`config.mk`:
```
export PLATFORM = sky130hd
export DESIGN_NAME = mul_sched
export DESIGN_NICKNAME = d
export VERILOG_FILES = /design/src/rtl/mul_sched.sv
export SDC_FILE = /design/constraint.sdc
export NUM_CORES = 1
export LEC_CHECK = 0
export CORE_AREA = 4 4 205 207
export DETAILED_ROUTE_END_ITERATION = 8
export DIE_AREA = 0 0 209 211
export GPL_ROUTABILITY_DRIVEN = 1
export PLACE_DENSITY = 0.76
export SYNTH_ARGS = -nofsm -noshare
export SYNTH_HDL_FRONTEND = slang
export SYNTH_SLANG_ARGS = --single-unit
export TNS_END_PERCENT = 100
```
`constraint.sdc`:
```
create_clock -name clk -period 2.8 [get_ports clk]
set_clock_uncertainty 0.2 [all_clocks]
set_input_delay 0.56 -clock clk [delete_from_list [all_inputs] [get_ports clk]]
set_output_delay 0.56 -clock clk [all_outputs]
set_load 0.01 [all_outputs]
```
`src/rtl/mul_sched.sv`:
```
// Round-robin scheduler sharing one 64-bit Booth multiplier between two requesters.
// Sequences the start/operand-load protocol, captures the 128-bit product and guards WAIT with a watchdog.
module mul_sched #(
   parameter int TIMEOUT = 200
) (
   input  logic         clk,
   input  logic         rst_b,
   input  logic [1:0]   req_valid,
   output logic [1:0]   req_ready,
   input  logic [63:0]  req_x0,
   input  logic [63:0]  req_y0,
   input  logic [63:0]  req_x1,
   input  logic [63:0]  req_y1,
   output logic         resp_valid,
   input  logic         resp_ready,
   output logic         resp_id,
   output logic [127:0] resp_prod,
   output logic         resp_err,
   output logic         mul_bgn,
   output logic [63:0]  mul_inbus,
   input  logic         mul_stop,
   input  logic [63:0]  mul_outbus,
   output logic [2:0]   dbg_state
);

   localparam int WDW = $clog2(TIMEOUT + 1);

   typedef enum logic [2:0] {
      IDLE = 3'd0,
      LDX  = 3'd1,
      LDY  = 3'd2,
      WAIT = 3'd3,
      RESP = 3'd4
   } state_t;

   state_t          state;
   logic            last;
   logic            op_id;
   logic [63:0]     op_x;
   logic [63:0]     op_y;
   logic [63:0]     prev_word;
   logic [WDW-1:0]  wd;
   logic [1:0]      grant;

   assign dbg_state = state;

   // On a tie the requester that was not served last wins.
   always_comb begin
      grant = 2'b00;
      if (req_valid == 2'b11)
         grant = last ? 2'b01 : 2'b10;
      else
         grant = req_valid;
   end

   // Outputs are registered alongside the state, so every output is valid in the
   // same cycle the state register names. IDLE holds for the grant cycle itself.
   always_ff @(posedge clk or negedge rst_b) begin
      if (!rst_b) begin
         state      <= IDLE;
         last       <= 1'b1;
         op_id      <= 1'b0;
         op_x       <= '0;
         op_y       <= '0;
         prev_word  <= '0;
         wd         <= '0;
         req_ready  <= 2'b00;
         resp_valid <= 1'b0;
         resp_id    <= 1'b0;
         resp_prod  <= '0;
         resp_err   <= 1'b0;
         mul_bgn    <= 1'b0;
         mul_inbus  <= '0;
      end else begin
         case (state)
            IDLE: begin
               if (req_ready != 2'b00) begin
                  req_ready <= 2'b00;
                  mul_bgn   <= 1'b1;
                  mul_inbus <= op_x;
                  state     <= LDX;
               end else if (req_valid != 2'b00) begin
                  req_ready <= grant;
                  op_id     <= grant[1];
                  op_x      <= grant[1] ? req_x1 : req_x0;
                  op_y      <= grant[1] ? req_y1 : req_y0;
               end
            end
            LDX: begin
               mul_bgn   <= 1'b0;
               mul_inbus <= op_y;
               state     <= LDY;
            end
            LDY: begin
               mul_inbus <= '0;
               wd        <= '0;
               state     <= WAIT;
            end
            WAIT: begin
               // The multiplier presents the high word one cycle ahead of the low word.
               prev_word <= mul_outbus;
               if (mul_stop) begin
                  resp_prod  <= {prev_word, mul_outbus};
                  resp_err   <= 1'b0;
                  resp_id    <= op_id;
                  resp_valid <= 1'b1;
                  state      <= RESP;
               end else if (wd == WDW'(TIMEOUT)) begin
                  resp_prod  <= '0;
                  resp_err   <= 1'b1;
                  resp_id    <= op_id;
                  resp_valid <= 1'b1;
                  state      <= RESP;
               end else begin
                  wd <= wd + 1'b1;
               end
            end
            RESP: begin
               if (resp_ready) begin
                  resp_valid <= 1'b0;
                  last       <= resp_id;
                  state      <= IDLE;
               end
            end
            default: state <= IDLE;
         endcase
      end
   end

endmodule

```
# == Word-level counts from Yosys, hierarchy flattened ==
# Cells that the tools add are included.
# op_classes
add_sub_neg,1
eq_ne,11
muxes,27
n_bitwise,1
reduce_logical,18
# op_table
cell,n
128-bit two-way mux,2
64-bit two-way mux,3
64-bit one-hot mux with 3 select lines,1
8-bit two-way mux,2
8-bit one-hot mux with 2 select lines,1
3-bit one-hot mux with 5 select lines,1
2-bit nonzero test,7
3-bit two-way mux,4
3-bit AND reduction,4
2-bit AND reduction,5
"8-bit by 1-bit adder with 8-bit output, second input constant",1
"8-bit == test, second input constant",1
2-bit two-way mux,4
"2-bit inequality test, second input constant",4
1-bit two-way mux,7
"3-bit by 2-bit == test with 1-bit output, second input constant",2
1-bit one-hot mux with 2 select lines,2
"3-bit by 1-bit == test with 1-bit output, second input constant",1
"3-bit == test, second input constant",1
3-bit zero test,1
"3-bit inequality test, second input constant",1
3-bit nonzero test,1
"2-bit == test, second input constant",1
1-bit inverter,1
# totals
register_bits,403
out_inout_bits,201

# == Longest topological paths before layout ==
# logic_depth
ltp_word,4
mapped_depth,8
depth_no_buf,6

# == Least setup slack after synthesis ==
# No wires, ideal clock.
# synth_timing
kind,reg2reg
startpoint,register state[1] (netlist: dbg_state[1])
endpoint,register mul_inbus[10]
setup_ps,125
arrival_time_ps,1756
t_required_ps,2475
setup_slack_ps,719
path_stages_with_launch,8
path_buffers,3
synth_period_minus_slack_ps,2081
path_cell_list,dfrtp_1 -> buf_6 -> or3_4 -> nor3_2 -> o21bai_2 -> buf_12 -> buf_12 -> mux2_4
# synth_between
elab_chain_cells,3
# synth_rtl
item,line,source
"start, declared",36,state_t state;
"start signal, assigned",60,state <= IDLE;
"start signal, assigned",81,state <= LDX;
"start signal, assigned",92,state <= LDY;
3-bit by 2-bit == test with 1-bit output (tied with other cells),75,case (state)
3-bit nonzero test (no line) / 2-bit inequality test (equally long branches),n/a,
2-bit AND reduction (no line),n/a,
"end signal, assigned",80,mul_inbus <= op_x;
"end signal, assigned",91,mul_inbus <= op_y;
"end, declared",20,"output logic [63:0] mul_inbus,"
# Parallel ways exist; a longest one is shown, timed or not.
# A chain may end at the register's enable or synchronous reset.

# == Worst setup path in the final report ==
# layout_timing
startpoint,register state[0] (netlist: dbg_state[0])
endpoint,output dbg_state[0]
# layout_lines
item,line,source
"end, declared",23,output logic [2:0] dbg_state
# No word-level cell between the ends.

==> results.sh <==
export IMPL_yosysSeqAreaShare=0.618
export IMPL_fin_hold_ws_ps=278
export IMPL_nNetsFinal=2254
export IMPL_ioPinCount=527
export IMPL_final_antenna_net_count=0
export IMPL_syn_num_nets=1756
export IMPL_core_rowCount=74
export IMPL_synth_cell_types=45
export IMPL_start_util=0.404
export IMPL_p_sw_frac=0.343
export IMPL_antenna_cells=0
export IMPL_pwr_share_seq=0.354
export IMPL_drt_iter0_drc=804
export IMPL_vdd_drop_max_mv=0.707
export IMPL_dp_hpwl_mm=36.6
export IMPL_hold_path_class="reg -> reg"
export IMPL_p_clk_frac=0.195
export IMPL_fin_tns_setup_ps=0
export IMPL_crit_arrival_ps=1950
export IMPL_postCtsSetupBuffers=0
export IMPL_die_area_mm2=0.0441
export IMPL_core_mm2=0.0404
export IMPL_cts_sinks=403
export IMPL_grt_pass1_vias=13700
export IMPL_area_delta_synth_final_pct=45.3
export IMPL_worst_setup_path_type="reg -> out"
export IMPL_dr_pass1_iters=5
export IMPL_drv_cap=0
export IMPL_p_per_area_mw_per_mm2=1260
export IMPL_portBuffers=526
export IMPL_slowest_stage="clkdlybuf4s50_1"
export IMPL_power_switching_w=0.0102
export IMPL_min_from="prev_word[53]$_DFFE_PN0P_"
export IMPL_power_share_combinational=0.451
export IMPL_timing_slew_headroom=0.427
export IMPL_cp_data_required_time_ps=2040
export IMPL_htree_num_levels=2
export IMPL_endpoint_kind="primary output"
export IMPL_synthesis_area_mm2=0.0163
export IMPL_overflow=0
export IMPL_synthCells=1428
export IMPL_wl_mm=52.0
export IMPL_place_gp_congestion=0.859
export IMPL_drv_slew=0
export IMPL_grtUsageTotal=0.227
export IMPL_start_kind="flop"
export IMPL_grt_pass1_wl_mm=80.0
export IMPL_outcome="finished clean"
export IMPL_root_buffer="clkbuf_16"
export IMPL_dieWidth_um=209
export IMPL_yosysWarnings=0
export IMPL_via_per_inst=5.45
export IMPL_cts_tree="yes"
export IMPL_reg2reg_from="dbg_state[0]$_DFFE_PN0P_"
export IMPL_crit_family="buffers and inverters"
export IMPL_avgSynthCellArea_um2=11.4
export IMPL_rsz0062_at_grt="false"
export IMPL_crit_chain="buf_4, clkdlybuf4s50_1"
export IMPL_route_detailed_drc=0
export IMPL_finalHoldViolations=0
export IMPL_static_leakage_power_nw=10.7
export IMPL_grt_max_degree=79
export IMPL_finalCritPeriodShare=0.967
export IMPL_worst_path_buf_inv=2
export IMPL_async_reset_ff_frac=1.00
export IMPL_antenna_found_initial=1
export IMPL_synth_edf_count=0
export IMPL_ys_ff_latch=403
export IMPL_p_int_w=0.0196
export IMPL_fin_crit_ps=2710
export IMPL_synthFlopType="dfrtp_1"
export IMPL_wl_per_cell_um=20.9
export IMPL_cp_max_fo=9
export IMPL_final_layout_size_suffix_gt1_frac=0.0941
export IMPL_fin_util=0.587
export IMPL_setup_viol=0
export IMPL_max_freq_ghz=0.369
export IMPL_clk_path_buf_depth=3
export IMPL_cts_buffers=43
export IMPL_clkTransAtPathRegs_ps=60
export IMPL_fin_ws_ps=91.5
export IMPL_vias=13500
export IMPL_die_h_um=211
export IMPL_place_ws_ps=301
export IMPL_worst_pin_slew_ps=850
export IMPL_cpPeakStageDelay_ps=660
export IMPL_clock_latency_ps=550
export IMPL_cp_startpoint="dbg_state[0]$_DFFE_PN0P_"
==> worst paths after layout <==
kind | to | slack [ps] | depth (start not counted)
min in group asynchronous | resp_prod[1]$_DFFE_PN0P_ | 350 | 2
setup reg to reg | mul_inbus[24]$_DFFE_PN0P_ | 370 | 5
max in group asynchronous | resp_prod[35]$_DFFE_PN0P_ | 1270 | 3
hold / removal | prev_word[53]$_DFFE_PN0P_ | 280 | 2
hold reg to reg | prev_word[53]$_DFFE_PN0P_ | 280 | 2
setup / recovery | dbg_state[0] | 90 | 2
==> metal layers <==
| metal | wire [um] | global-route usage |
|---|---|---|
| met1 | 20800 | 0.293 |
| met2 | 25000 | 0.375 |
| met4 | 1570 | 0.0752 |
| met5 | 11 | 0 |
| met3 | 4600 | 0.0637 |
==> final cells by class <==
type	instances	area (um2)
Fill cell	3239	16700
Clock buffer	61	1280
Timing Repair Buffer	564	5830
Tap cell	532	666
Inverter	5	18.8
Multi-Input combinational cell	909	5660
Clock inverter	13	171
Sequential cell	403	10100
==> registers in the layout, indices dropped and copies added (netlist names) <==
| signal | count |
|---|---|
| resp_valid | 1 |
| mul_bgn | 1 |
| last | 1 |
| resp_err | 1 |
| req_ready | 2 |
| op_x | 64 |
| prev_word | 64 |
| resp_prod | 128 |
| op_y | 64 |
| wd | 8 |
| resp_id | 1 |
| dbg_state | 3 |
| mul_inbus | 64 |
| op_id | 1 |
==> repair_timing <==
action,4_1_cts,5_1_grt
endpoints found under the setup margin,0,0
gates resized for setup,0,0
hold buffers,1,0
endpoints found under the hold margin,38,0
==> kinds of logic after synthesis <==
| group | count (synthesis) | synth area share |
|---|---|---|
| xor+xnor | 1 | 0.000537 |
| simple gates | 494 | 0.118 |
| buf+inv | 116 | 0.0386 |
| flops | 403 | 0.618 |
| compound gates | 346 | 0.164 |
| fa+ha+maj | 2 | 0.00153 |
| mux | 66 | 0.0593 |
==> worst reg2reg max path: cells and delay by family, from the launching register on <==
| family | cells | cell delay (ps) |
|---|---|---|
| buffers and inverters | 2 | 860 |
| DFF | 1 | 530 |
| AOI/OAI and AO/OA | 1 | 370 |
| and+or+nand+nor | 1 | 250 |
| muxes | 1 | 150 |
==> cells in the mapped netlist, drive strengths merged (3+ instances only) <==
master	count	share of area
a21oi	6	0.0018
a22o	192	0.10
a31oi	3	0.0011
buf	64	0.027
clkbuf	47	0.011
dfrtp	402	0.62
inv	5	0.0011
mux2	66	0.059
nand2	205	0.047
nand3	8	0.0025
nand4	3	0.0011
nor2	263	0.060
nor3	4	0.0021
o21a	3	0.0014
o21ai	5	0.0018
o22ai	128	0.049
==> cells in the final DEF, fill, tap and decap left out, types with 3 or more instances in the layout <==
cell type	netlist	final
buf_4	2	15
bufinv_16	0	4
clkbuf_8	0	9
a22o_1	192	192
nand2_1	205	205
nand4_1	3	3
inv_1	5	5
mux2_4	60	60
dfrtp_1	402	402
mux2_2	5	5
nand3_1	8	8
clkbuf_1	47	7
a21oi_1	6	6
buf_12	7	22
nor2_1	263	263
a31oi_1	3	3
o22ai_1	128	128
clkbuf_16	0	45
clkinv_2	0	7
o21a_1	3	3
o21ai_0	4	4
clkdlybuf4s50_1	0	525
==> power by group through the flow <==
stage / logic, W / registers [W] / clock network (W)
after floorplan: 0.00777 / 0.0107 / 0
after global placement: 0.0132 / 0.0105 / 0
after detailed placement: 0.0136 / 0.0106 / 0
after CTS: 0.0137 / 0.0106 / 0.00597
after global routing: 0.0146 / 0.0109 / 0.00619
final: 0.0135 / 0.0106 / 0.00581
==> through the flow <==
step	cells	cell area [um2]	total power, W
2_1_floorplan	1428	16300	0.0184
3_3_place_gp	2412	22300	0.0237
3_5_place_dp	2412	22300	0.0242
4_1_cts	2487	23700	0.0302
5_1_grt	2487	23700	0.0316
6_report	2487	23700	0.0299
No activity file was read; power rests on OpenSTA's default activity.
